File: src/rtl/edge_event_arbiter.sv
// Edge-event scheduler: per-channel edge detect, one pending slot per channel,
// round-robin onto a valid/ready port. `EDGE_ARB_BOTH_EN adds falling-edge events.
module edge_event_arbiter #(
    parameter int N    = 4,
    parameter int ID_W = 2
) (
    input  logic            clk,
    input  logic            resetn,
    input  logic [N-1:0]    din,
    output logic            ev_valid,
    output logic [ID_W-1:0] ev_id,
    output logic            ev_edge,
    input  logic            ev_ready,
    output logic [N-1:0]    pending,
    output logic [N-1:0]    overflow,
    input  logic [N-1:0]    ovf_clr
);

    logic [N-1:0]    prev;
    logic [N-1:0]    evt;
    logic [N-1:0]    pend_clr;
    logic [N-1:0]    pend_hold;
    logic [N-1:0]    drop;
    logic [ID_W-1:0] last;
    logic [ID_W-1:0] winner;
    logic [ID_W-1:0] idx;
    logic            load;

`ifdef EDGE_ARB_BOTH_EN
    assign evt = din ^ prev;
`else
    assign evt = din & ~prev;
`endif

    assign load = (|pending) && (!ev_valid || ev_ready);

    // NOTE: every variable written here gets a default first, so no latch is inferred.
    always_comb begin
        winner = '0;
        idx    = '0;
        // Scan backwards so the closest set bit after last is the one kept.
        for (int k = N; k >= 1; k--) begin
            idx = ID_W'((int'(last) + k) % N);
            if (pending[idx]) winner = idx;
        end
    end

    assign pend_clr  = load ? ({{(N-1){1'b0}}, 1'b1} << winner) : '0;
    assign pend_hold = pending & ~pend_clr;
    assign drop      = evt & pend_hold;

    // NOTE: state is updated with non-blocking assignments so all registers see pre-edge values.
    always_ff @(posedge clk) begin
        if (!resetn) begin
            prev     <= '0;
            pending  <= '0;
            overflow <= '0;
            last     <= ID_W'(N - 1);
            ev_valid <= 1'b0;
            ev_id    <= '0;
        end else begin
            prev     <= din;
            pending  <= pend_hold | evt;
            // A new drop wins over a clear in the same cycle.
            overflow <= drop | (overflow & ~ovf_clr);
            if (load) begin
                ev_valid <= 1'b1;
                ev_id    <= winner;
                last     <= winner;
            end else if (ev_ready) begin
                ev_valid <= 1'b0;
            end
        end
    end

`ifdef EDGE_ARB_BOTH_EN
    logic [N-1:0] pend_pol;

    always_ff @(posedge clk) begin
        if (!resetn) begin
            pend_pol <= '1;
            ev_edge  <= 1'b1;
        end else begin
            // A dropped edge must not overwrite the polarity of the event still pending.
            for (int i = 0; i < N; i++) begin
                if (evt[i] && !pend_hold[i]) pend_pol[i] <= din[i];
            end
            if (load) ev_edge <= pend_pol[winner];
        end
    end
`else
    assign ev_edge = 1'b1;
`endif

endmodule

File: config.mk
export PLATFORM = sky130hd
export DESIGN_NAME = edge_event_arbiter
export DESIGN_NICKNAME = d
export VERILOG_FILES = /design/src/rtl/edge_event_arbiter.sv
export SDC_FILE = /design/constraint.sdc
export NUM_CORES = 1
export LEC_CHECK = 0
export ABC_CLOCK_PERIOD_IN_PS = 2200
export BUFFER_PORTS_ARGS = -buffer_cell sky130_fd_sc_hd__buf_2
export CELL_PAD_IN_SITES_DETAIL_PLACEMENT = 1
export CELL_PAD_IN_SITES_GLOBAL_PLACEMENT = 1
export CORE_UTILIZATION = 41
export CTS_BUF_LIST = sky130_fd_sc_hd__clkbuf_8
export CTS_CLUSTER_DIAMETER = 150
export DETAILED_ROUTE_END_ITERATION = 7
export PLACE_DENSITY = 0.95
export SYNTH_ARGS = -nofsm -noshare
export SYNTH_HDL_FRONTEND = slang
export SYNTH_SLANG_ARGS = --single-unit
File: constraint.sdc
create_clock -name clk -period 2.2 [get_ports clk]
set_input_delay 0.33 -clock clk [delete_from_list [all_inputs] [get_ports clk]]
set_output_delay 0.33 -clock clk [all_outputs]
set_load 0.05 [all_outputs]
After elaboration in Yosys (flattened, before gate mapping)
Index checks and enable logic that the tools add are counted.
{"block": "totals", "register_bits": 17, "latch_bits": 0, "mem_bits_rw": 0, "mem_bits_ro": 0, "input_bits": 11, "wordCells": 44, "mem_count": 0}
{"block": "op_classes", "n_addsub": 4, "multipliers": 0, "div": 0, "n_lt_le_gt_ge": 4, "n_eq_ne": 0, "shifts": 1, "muxes": 15, "n_bitwise": 9, "n_reduce_logical": 5}
{"operator": "$and 4x4->4", "count": 4}
{"operator": "$lt 2x3->1 const B", "count": 4}
{"operator": "$not 4->4", "count": 3}
{"operator": "$bmux 1 s2", "count": 4}
{"operator": "$mux 2", "count": 4}
{"operator": "$or 4x4->4", "count": 2}
{"operator": "$mux 1", "count": 6}
{"operator": "$add 2x1->2 const B", "count": 2}
{"operator": "$add 2x2->2 const B", "count": 2}
{"operator": "$mux 4", "count": 1}
{"operator": "$reduce_or 4->1", "count": 1}
{"operator": "$shl 1x2->4 const A", "count": 1}
{"operator": "$reduce_bool 2->1", "count": 1}
{"operator": "$logic_and 1x1->1", "count": 1}
{"operator": "$logic_not 1->1", "count": 1}
{"operator": "$logic_or 1x1->1", "count": 1}

Longest topological paths before layout
Gate-level depths: netlist (run 1).
{"block": "logic_depth", "depth_word": 13, "depth_mapped": 5, "depth_no_buf": 5}

Worst setup path before layout (run 1)
Ideal clock, no wire load.
{"block": "synth_timing", "kind": "reg2reg", "from": "register pending[0]", "to": "register pending[0]", "arrival_ns": 1.560, "required_time_ns": 2.073, "setup_slack_ns": 0.513, "stages_incl_launch_ff": 6, "path_buffers": 0, "synth_period_minus_slack_ns": 1.687, "path_cell_list": "dfxtp_1 a21oi_1 a211oi_2 nor2_1 o41ai_2 a21oi_1"}
{"block": "synth_via", "elab_chain_len": 11}
{"element": "start, declared", "line_no": "14", "rtl": "output logic [N-1:0] pending,"}
{"element": "start signal, assigned", "line_no": "63", "rtl": "pending <= pend_hold | evt;"}
{"element": "$bmux 1 s2", "line_no": "44", "rtl": "if (pending[idx]) winner = idx;"}
{"element": "$mux 1 (not written as such)", "line_no": "44"}
{"element": "$mux 2 (4 in a row)", "line_no": "44"}
{"element": "$shl 1x2->4", "line_no": "48", "rtl": "assign pend_clr = load ? ({{(N-1){1'b0}}, 1'b1} << winner) : '0;"}
{"element": "$mux 4", "line_no": "48"}
{"element": "$not 4->4", "line_no": "49", "rtl": "assign pend_hold = pending & ~pend_clr;"}
{"element": "$and 4x4->4 (*)", "line_no": "49"}
{"element": "$or 4x4->4 (*)", "line_no": "63"}
Mark *: on every way between the ends. The rest lies on a longest branch, timed or not. The select of a mux whose other input is x is not followed.
A chain may end at the register's enable or synchronous reset.

Worst setup path after layout (run 1)
{"block": "layout_timing", "from": "register pending[1]", "to": "register overflow[1]"}
{"block": "layout_via", "elab_chain_len": 12}
{"element": "$bmux 1 s2", "line_no": "44"}
{"element": "$mux 1 (not written as such)", "line_no": "44"}
{"element": "$mux 2 (4 in a row)", "line_no": "44"}
{"element": "$shl 1x2->4", "line_no": "48"}
{"element": "$mux 4", "line_no": "48"}
{"element": "$not 4->4", "line_no": "49"}
{"element": "$and 4x4->4 (*)", "line_no": "49"}
{"element": "$and 4x4->4 (*)", "line_no": "50", "rtl": "assign drop = evt & pend_hold;"}
{"element": "$or 4x4->4 (*)", "line_no": "65", "rtl": "overflow <= drop | (overflow & ~ovf_clr);"}
{"element": "end signal, assigned", "line_no": "65"}
{"element": "end, declared", "line_no": "15", "rtl": "output logic [N-1:0] overflow,"}
Marked as above.

==> impl_metrics.csv, run 1 <==
group,metric,value,unit
status,status,"complete, no violations",
sta,final.min_clock_period,1.60,ns
sta,drv_slew,0,
route,route.detailed.vias_per_inst,5.64,
place,dp.final_hpwl,1290,µm
yosys,postSynth.topFlopCell,"sky130_fd_sc_hd__dfxtp_1",
pwr,power.leakage,0.397,nW
worst_setup_path,path_cells,"nand2b_1 > o22ai_2 > nor2_2 > o31ai_2 > o31ai_1",
place,gp_congestion,0.743,
cells_and_area,mostFrequentLayoutCells,"sky130_fd_sc_hd__buf_2 (21), sky130_fd_sc_hd__dfxtp_1 (17), sky130_fd_sc_hd__a21oi_1 (9)",
worst_setup_path,cp_slowest_stage_delay,0.46,ns
floorplanning,num_io_pins,23,
yosys,synth_cells,74,
yosys,synth_cell_type_count,30,
floorplanning,core_area,1580,µm²
worst_setup_path,setup.worst_path.start_class,"flop",
clock_tree,worst_setup_hold_path_clk_slew,0.06,ns
floorplanning,fp.dieH,43.9,µm
clock_tree,post_cts_resize_count,0,
clock_tree,cts.htree.levels,1,
global_route,grt.overflow.total,0,
route,detailedRoute.firstPassIterationCount,6,
clock_tree,cts.repair_timing.setup_buffer_count,0,
cells_and_area,final_layout_size_suffix_gt1_frac,0.351,
clock_tree,holdBufCountCts,0,
place,buffer_ports.inserted,21,
yosys,syn-mean-instance-area,9.71,µm²
worst_setup_path,path_class,"flop to flop",
route,antenna_violating_nets_post_route,0,
yosys,synth_enable_flop_cells,0,
worst_setup_path,reg2reg_setup_slack,0.60,ns
yosys,syn_nets,85,
yosys,syn_area,718,µm²
clock_tree,tritoncts.num_buffers,3,
run,maxCapViolations,0,
global_route,maximum_number_of_pins_on_one_net_before_global_route_repair,13,
sta,final_hold_viol_count,0,
cells_and_area,layout-area-overhead-vs-synth,22.1,%
route,vias,637,
floorplanning,initial_util,0.456,
clock_tree,clkLatencyLatePin,0.25,ns
worst_setup_path,critical_path.slowest_cell,"sky130_fd_sc_hd__dfxtp_1",
clock_tree,clockRootBuffer,"sky130_fd_sc_hd__clkbuf_8",
worst_setup_path,worst-endpoint-required,2.32,ns
global_route,number_of_antenna_violations_at_the_first_check_in_global_routing,0,
min_path,min-delay-start,"din[3]",
sta,setup-violations-final,0,
worst_setup_path,rr_startpoint,"pending[1]$_SDFF_PN0_",
global_route,number_of_global_route_vias_before_repair,635,
cells_and_area,fin_area,877,µm²
yosys,synth_sequential_area_ratio,0.474,
sta,fin_skew,0.00139,ns
route,aggregate_routed_wire_length,1820,µm
yosys,synth.ff_latch_count,17,
route,routedWlPerCell,16.1,µm
route,dr_iter_0_viols,9,
sta,tns_setup,0,ns
pwr,vdd_ir_drop_max,0.000384,V
cells_and_area,num_antenna_cells,0,
clock_tree,tritoncts,"yes",
clock_tree,clock_sinks,17,
worst_setup_path,setup.worst_path.start,"pending[1]$_SDFF_PN0_",
route,remaining_drc_errors,0,
floorplanning,floorplan.die_area,1920,µm²
worst_setup_path,critPathMaxFanout,6,
global_route,gr-usage-all-layers,0.213,
sta,fmaxAchievable,0.624,GHz
place,post_dp_cell_area,832,µm²
cells_and_area,layout_commonest_cell,"sky130_fd_sc_hd__buf_2",
worst_setup_path,setup.worst_path.end_class,"flop",
min_path,worst_hold_check_path_type,"input pin to flop",
worst_setup_path,worstPathArrival,1.73,ns
cells_and_area,final_net_count,109,
sta,final_period_util,0.729,
clock_tree,longest_clk_path_bufs,2,
floorplanning,chipWidth,43.9,µm
yosys,synthesis.yosys.warnings,0,
sta,unrepaired_setup_endpoints_after_global_routing,"false",
global_route,grt_pass1_wl,2910,µm
floorplanning,fp-row-count,14,
yosys,synth-async-reset-ratio,0,
pwr,power.density_cell_area,927,nW/µm²
-- worst max-delay path: cells and delay by family, from the launching register on --
kind | cells | cell delay, ns
and+or+nand+nor | 2 | 0.30
DFF | 1 | 0.46
AOI/OAI and AO/OA | 3 | 0.72
-- registers in the layout, indices dropped and copies added (netlist names) --
signal	flops
ev_valid	1
pending	4
prev	4
overflow	4
last	2
ev_id	2
-- layer usage --
metal / share of wire / global-route usage
met1: 0.42 / 0.240
met2: 0.51 / 0.370
met3: 0.047 / 0.0500
met4: 0.027 / 0.109
met5: 0 / 0
-- cells by family (layout without fill, tap and decap cells) --
logic type | count (synthesis) | in the layout | share of synthesized area
and+or+nand+nor | 27 | 27 | 0.232
other | 1 | 1 | 0.00522
muxes | 1 | 1 | 0.0139
DFF | 17 | 17 | 0.474
buffers and inverters | 4 | 27 | 0.0261
AOI/OAI and AO/OA | 24 | 24 | 0.249
-- path summary, 6_finish.rpt --
| check | end | cells past startpoint |
|---|---|---|
| worst min register to register | ev_id[1]$_SDFFE_PN0P_ | 2 |
| worst min-delay path | prev[3]$_SDFF_PN0_ | 2 |
| worst max register to register | overflow[1]$_SDFF_PN0_ | 5 |
| worst max-delay path | overflow[1]$_SDFF_PN0_ | 5 |
-- through the flow --
| step | power [mW] | util | cells | setup WS (ns) | hold WS [ns] |
|---|---|---|---|---|---|
| after global placement | 0.575 | 0.528 | 109 | 0.767 | 0.447 |
| after floorplan | 0.533 | - | 74 | 0.513 | 0.452 |
| after CTS | 0.814 | 0.556 | 113 | 0.633 | 0.299 |
| final | 0.813 | 0.556 | 113 | 0.597 | 0.292 |
| after detailed placement | 0.587 | 0.528 | 109 | 0.668 | 0.447 |
| after global routing | 0.846 | 0.556 | 113 | 0.509 | 0.300 |
-- report_power, final --
| part | switching (mW) | internal (mW) | total (mW) | leakage, nW |
|---|---|---|---|---|
| registers | 0.0290 | 0.337 | 0.366 | 0.141 |
| logic | 0.153 | 0.0675 | 0.220 | 0.229 |
| clock network | 0.103 | 0.124 | 0.227 | 0.0269 |
-- cell usage after synthesis (2+ instances only) --
cell type                  count  area (µm²)
sky130_fd_sc_hd__o31ai_1       3        22.5
sky130_fd_sc_hd__nand3b_1      3        22.5
sky130_fd_sc_hd__nand2_1       2        7.51
sky130_fd_sc_hd__nor2_2        2        12.5
sky130_fd_sc_hd__a21oi_1       9        45.0
sky130_fd_sc_hd__and2_1        4        25.0
sky130_fd_sc_hd__nand2b_1      5        31.3
sky130_fd_sc_hd__nor2_1        5        18.8
sky130_fd_sc_hd__dfxtp_1      17         340
sky130_fd_sc_hd__inv_1         2        7.51
sky130_fd_sc_hd__o211ai_1      2        15.0
sky130_fd_sc_hd__o21ai_0       2        10.0
-- final cells by class --
class	instances	area, µm²
clock buffers	3	41.3
clock inverters	1	3.75
fillers	209	699
inverters	2	7.51
multi-input cells	53	359
flip-flops and latches	17	340
well taps	16	20.0
repair buffers	21	105
(Power assumes the default switching activity.)
==> run 2, diff against run 1 <==
==> config.mk (replaced) <==
export PLATFORM = sky130hd
export DESIGN_NAME = edge_event_arbiter
export DESIGN_NICKNAME = d
export VERILOG_FILES = /design/src/rtl/edge_event_arbiter.sv
export SDC_FILE = /design/constraint.sdc
export NUM_CORES = 1
export LEC_CHECK = 0
export ABC_CLOCK_PERIOD_IN_PS = 1400
export BUFFER_PORTS_ARGS = -buffer_cell sky130_fd_sc_hd__buf_2
export CELL_PAD_IN_SITES_DETAIL_PLACEMENT = 1
export CELL_PAD_IN_SITES_GLOBAL_PLACEMENT = 1
export CORE_UTILIZATION = 34
export CTS_BUF_LIST = sky130_fd_sc_hd__clkbuf_8
export CTS_CLUSTER_DIAMETER = 150
export DETAILED_ROUTE_END_ITERATION = 7
export PLACE_DENSITY = 0.87
export SYNTH_ARGS = -nofsm -noshare
export SYNTH_HDL_FRONTEND = slang
export SYNTH_SLANG_ARGS = --single-unit
==> constraint.sdc (replaced) <==
create_clock -name clk -period 1.4 [get_ports clk]
set_input_delay 0.21 -clock clk [delete_from_list [all_inputs] [get_ports clk]]
set_output_delay 0.21 -clock clk [all_outputs]
set_load 0.05 [all_outputs]
==> run 2 against run 1 <==
Net effect:
- the flow now finishes with violations (negative setup slack)
- highest routed layer unchanged
- setup slack worse by 0.64 ns
- global-route usage is 4.4 points lower
- count of clock-buffer cells in the layout stayed put
- wire length is 13% higher
- non-clock buffer count is 4 higher
- die area is 20% higher
==> impl_metrics.csv, run 2 (same netlist as run 1, synthesis figures left out) <==
group,metric,value,unit
status,status,"finished with violations",
status,violations,"negative setup slack",
global_route,number_of_global_route_vias_before_repair,553,
floorplanning,floorplan.die_area,2300,µm²
pwr,total_power,1.40,mW
floorplanning,num_io_pins,23,
cells_and_area,final_layout_size_suffix_gt1_frac,0.495,
place,post_dp_cell_area,875,µm²
floorplanning,initial_util,0.362,
worst_setup_path,reg2reg_setup_slack,-0.04,ns
route,remaining_drc_errors,0,
pwr,total_switching_power,514,µW
pwr,share_clk_of_total_power,0.261,
clock_tree,cts.htree.levels,1,
pwr,seqPwrFrac,0.418,
min_path,worst_hold_check_path_type,"input pin to flop",
global_route,maximum_number_of_pins_on_one_net_before_global_route_repair,13,
pwr,intPower,890,µW
cells_and_area,final_net_count,113,
min_path,worst_hold_path.num_cells,2,
sta,whs,0.165,ns
worst_setup_path,cp_slowest_stage_delay,0.38,ns
sta,unrepaired_setup_endpoints_after_global_routing,"true",
clock_tree,clkLatencyLatePin,0.25,ns
sta,fmaxAchievable,0.695,GHz
sta,drv_slew,0,
clock_tree,clockRootBuffer,"sky130_fd_sc_hd__clkbuf_8",
worst_setup_path,critPathMaxFanout,6,
route,aggregate_routed_wire_length,2070,µm
floorplanning,fp-row-count,16,
cells_and_area,layout-area-overhead-vs-synth,41.5,%
place,gp_congestion,0.813,
min_path,hold_end,"prev[2]$_SDFF_PN0_",
global_route,grt_pass1_wl,2450,µm
route,routedWlPerCell,16.1,µm
clock_tree,tritoncts,"yes",
place,dp_cells,122,
min_path,min-delay-start,"din[2]",
sta,final.setup.worst_slack,-0.0385,ns
worst_setup_path,setup.worst_path.start_class,"flop",
worst_setup_path,worst-endpoint-required,1.53,ns
run,maxCapViolations,0,
route,route.detailed.vias_per_inst,5.22,
cells_and_area,total_area_of_sequential_cells,358,µm²
cells_and_area,num_antenna_cells,0,
worst_setup_path,setup.worst_path.start,"pending[3]$_SDFF_PN0_",
cells_and_area,fill_cells,234,
pwr,pwr-share-comb,0.322,
worst_setup_path,r2r_cells,5,
pwr,power.leakage,0.430,nW
sta,final.min_clock_period,1.44,ns
route,vias,668,
global_route,gr-usage-all-layers,0.169,
clock_tree,holdBufCountCts,0,
route,detailedRoute.firstPassIterationCount,4,
floorplanning,chipWidth,48.0,µm
clock_tree,worst_setup_hold_path_clk_slew,0.06,ns
clock_tree,tritoncts.num_buffers,3,
global_route,number_of_antenna_violations_at_the_first_check_in_global_routing,0,
sta,final_period_util,1.03,
cells_and_area,reg.largest.list,"overflow x4, pending x4, prev x4",
floorplanning,core_area,1980,µm²
cells_and_area,mostFrequentLayoutCells,"sky130_fd_sc_hd__buf_2 (21), sky130_fd_sc_hd__dfxtp_1 (11), sky130_fd_sc_hd__a21oi_1 (8)",
cells_and_area,layoutNonFillerInstCount,128,
clock_tree,longest_clk_path_bufs,2,
worst_setup_path,critical_path.slowest_cell,"sky130_fd_sc_hd__dfxtp_4",
route,dr_iter_0_viols,5,
cells_and_area,multi_input_comb_area,437,µm²
place,dp.final_hpwl,1330,µm
sta,tns_setup,-0.0785,ns
sta,fin_skew,0.00217,ns
worst_setup_path,worstPathArrival,1.57,ns
clock_tree,clock_sinks,17,
pwr,vdd_ir_drop_max,0.000926,V
cells_and_area,final_core_utilization,0.513,
worst_setup_path,path_cells,"and3b_1 > a211oi_2 > nor2_2 > o41ai_4 > a21oi_1",
worst_setup_path,path_class,"flop to flop",
floorplanning,fp.dieH,48.0,µm
global_route,grt.overflow.total,0,
pwr,netSwitchingFraction,0.366,
place,buffer_ports.inserted,21,
worst_setup_path,critical_path.reg2reg.endpoint,"pending[0]$_SDFF_PN0_",
sta,setup-violations-final,5,
worst_setup_path,rr_startpoint,"pending[3]$_SDFF_PN0_",
worst_setup_path,setup.worst_path.end_class,"flop",
cells_and_area,layout_commonest_cell,"sky130_fd_sc_hd__buf_2",
route,antenna_violating_nets_post_route,0,
cells_and_area,fin_area,1020,µm²
sta,final_hold_viol_count,0,
pwr,power.density_cell_area,1380,nW/µm²
place,dpl_worst_slack,-0.0743,ns
-- run 2: changes by cell type in the layout (fill, tap and decap cells not counted), moves of 2 or more --
cell,previous run,this run
sky130_fd_sc_hd__buf_4,0,4
sky130_fd_sc_hd__dfxtp_4,0,4
sky130_fd_sc_hd__dfxtp_2,0,2
sky130_fd_sc_hd__nand2b_1,5,3
sky130_fd_sc_hd__dfxtp_1,17,11
sky130_fd_sc_hd__nand2b_4,0,2
-- run 2: cell type report --
| type | instances | area share |
|---|---|---|
| sequential | 17 | 0.352 |
| timing repair buffer | 25 | 0.133 |
| clock buffer | 3 | 0.0406 |
| inverter | 2 | 0.00739 |
| clock inverter | 1 | 0.00369 |
| tap | 27 | 0.0333 |
| multi-input combinational | 53 | 0.430 |
-- run 2: worst max-delay path by stage --
| stage | end | slack, ns |
|---|---|---|
| global placement | overflow[3]$_SDFF_PN0_ | -0.001 |
| global route | pending[1]$_SDFF_PN0_ | -0.07 |
| finish | pending[0]$_SDFF_PN0_ | -0.04 |
| CTS | pending[0]$_SDFF_PN0_ | -0.05 |
| detailed placement | pending[0]$_SDFF_PN0_ | -0.07 |
| floorplan | overflow[2]$_SDFF_PN0_ | 0.03 |
-- run 2: power by group through the flow --
stage / sequential (mW) / combinational, mW / clock (mW)
3_3_place_gp: 0.576 / 0.347 / 0
2_1_floorplan: 0.677 / 0.163 / 0
6_report: 0.587 / 0.452 / 0.366
4_1_cts: 0.572 / 0.375 / 0.374
3_5_place_dp: 0.581 / 0.360 / 0
5_1_grt: 0.592 / 0.475 / 0.396
-- run 2: per-layer routing --
metal  track usage  share of wire  vias to the layer above
li1              -              -                      314
met5             0              0                        -
met3        0.0566          0.050                        6
met4        0.0944          0.024                        0
met1         0.178           0.40                      322
met2         0.292           0.53                       26
-- run 2: timing repair --
action,CTS,global route
gates resized for setup,4,11
setup buffers,0,2
endpoints found under the setup margin,8,7
pin swaps,1,6
-- run 2: worst max-delay path: cells and delay by family (launching register included) --
family	cells	cell delay [ns]
and+or+nand+nor	2	0.32
DFF	1	0.38
AOI/OAI and AO/OA	3	0.62
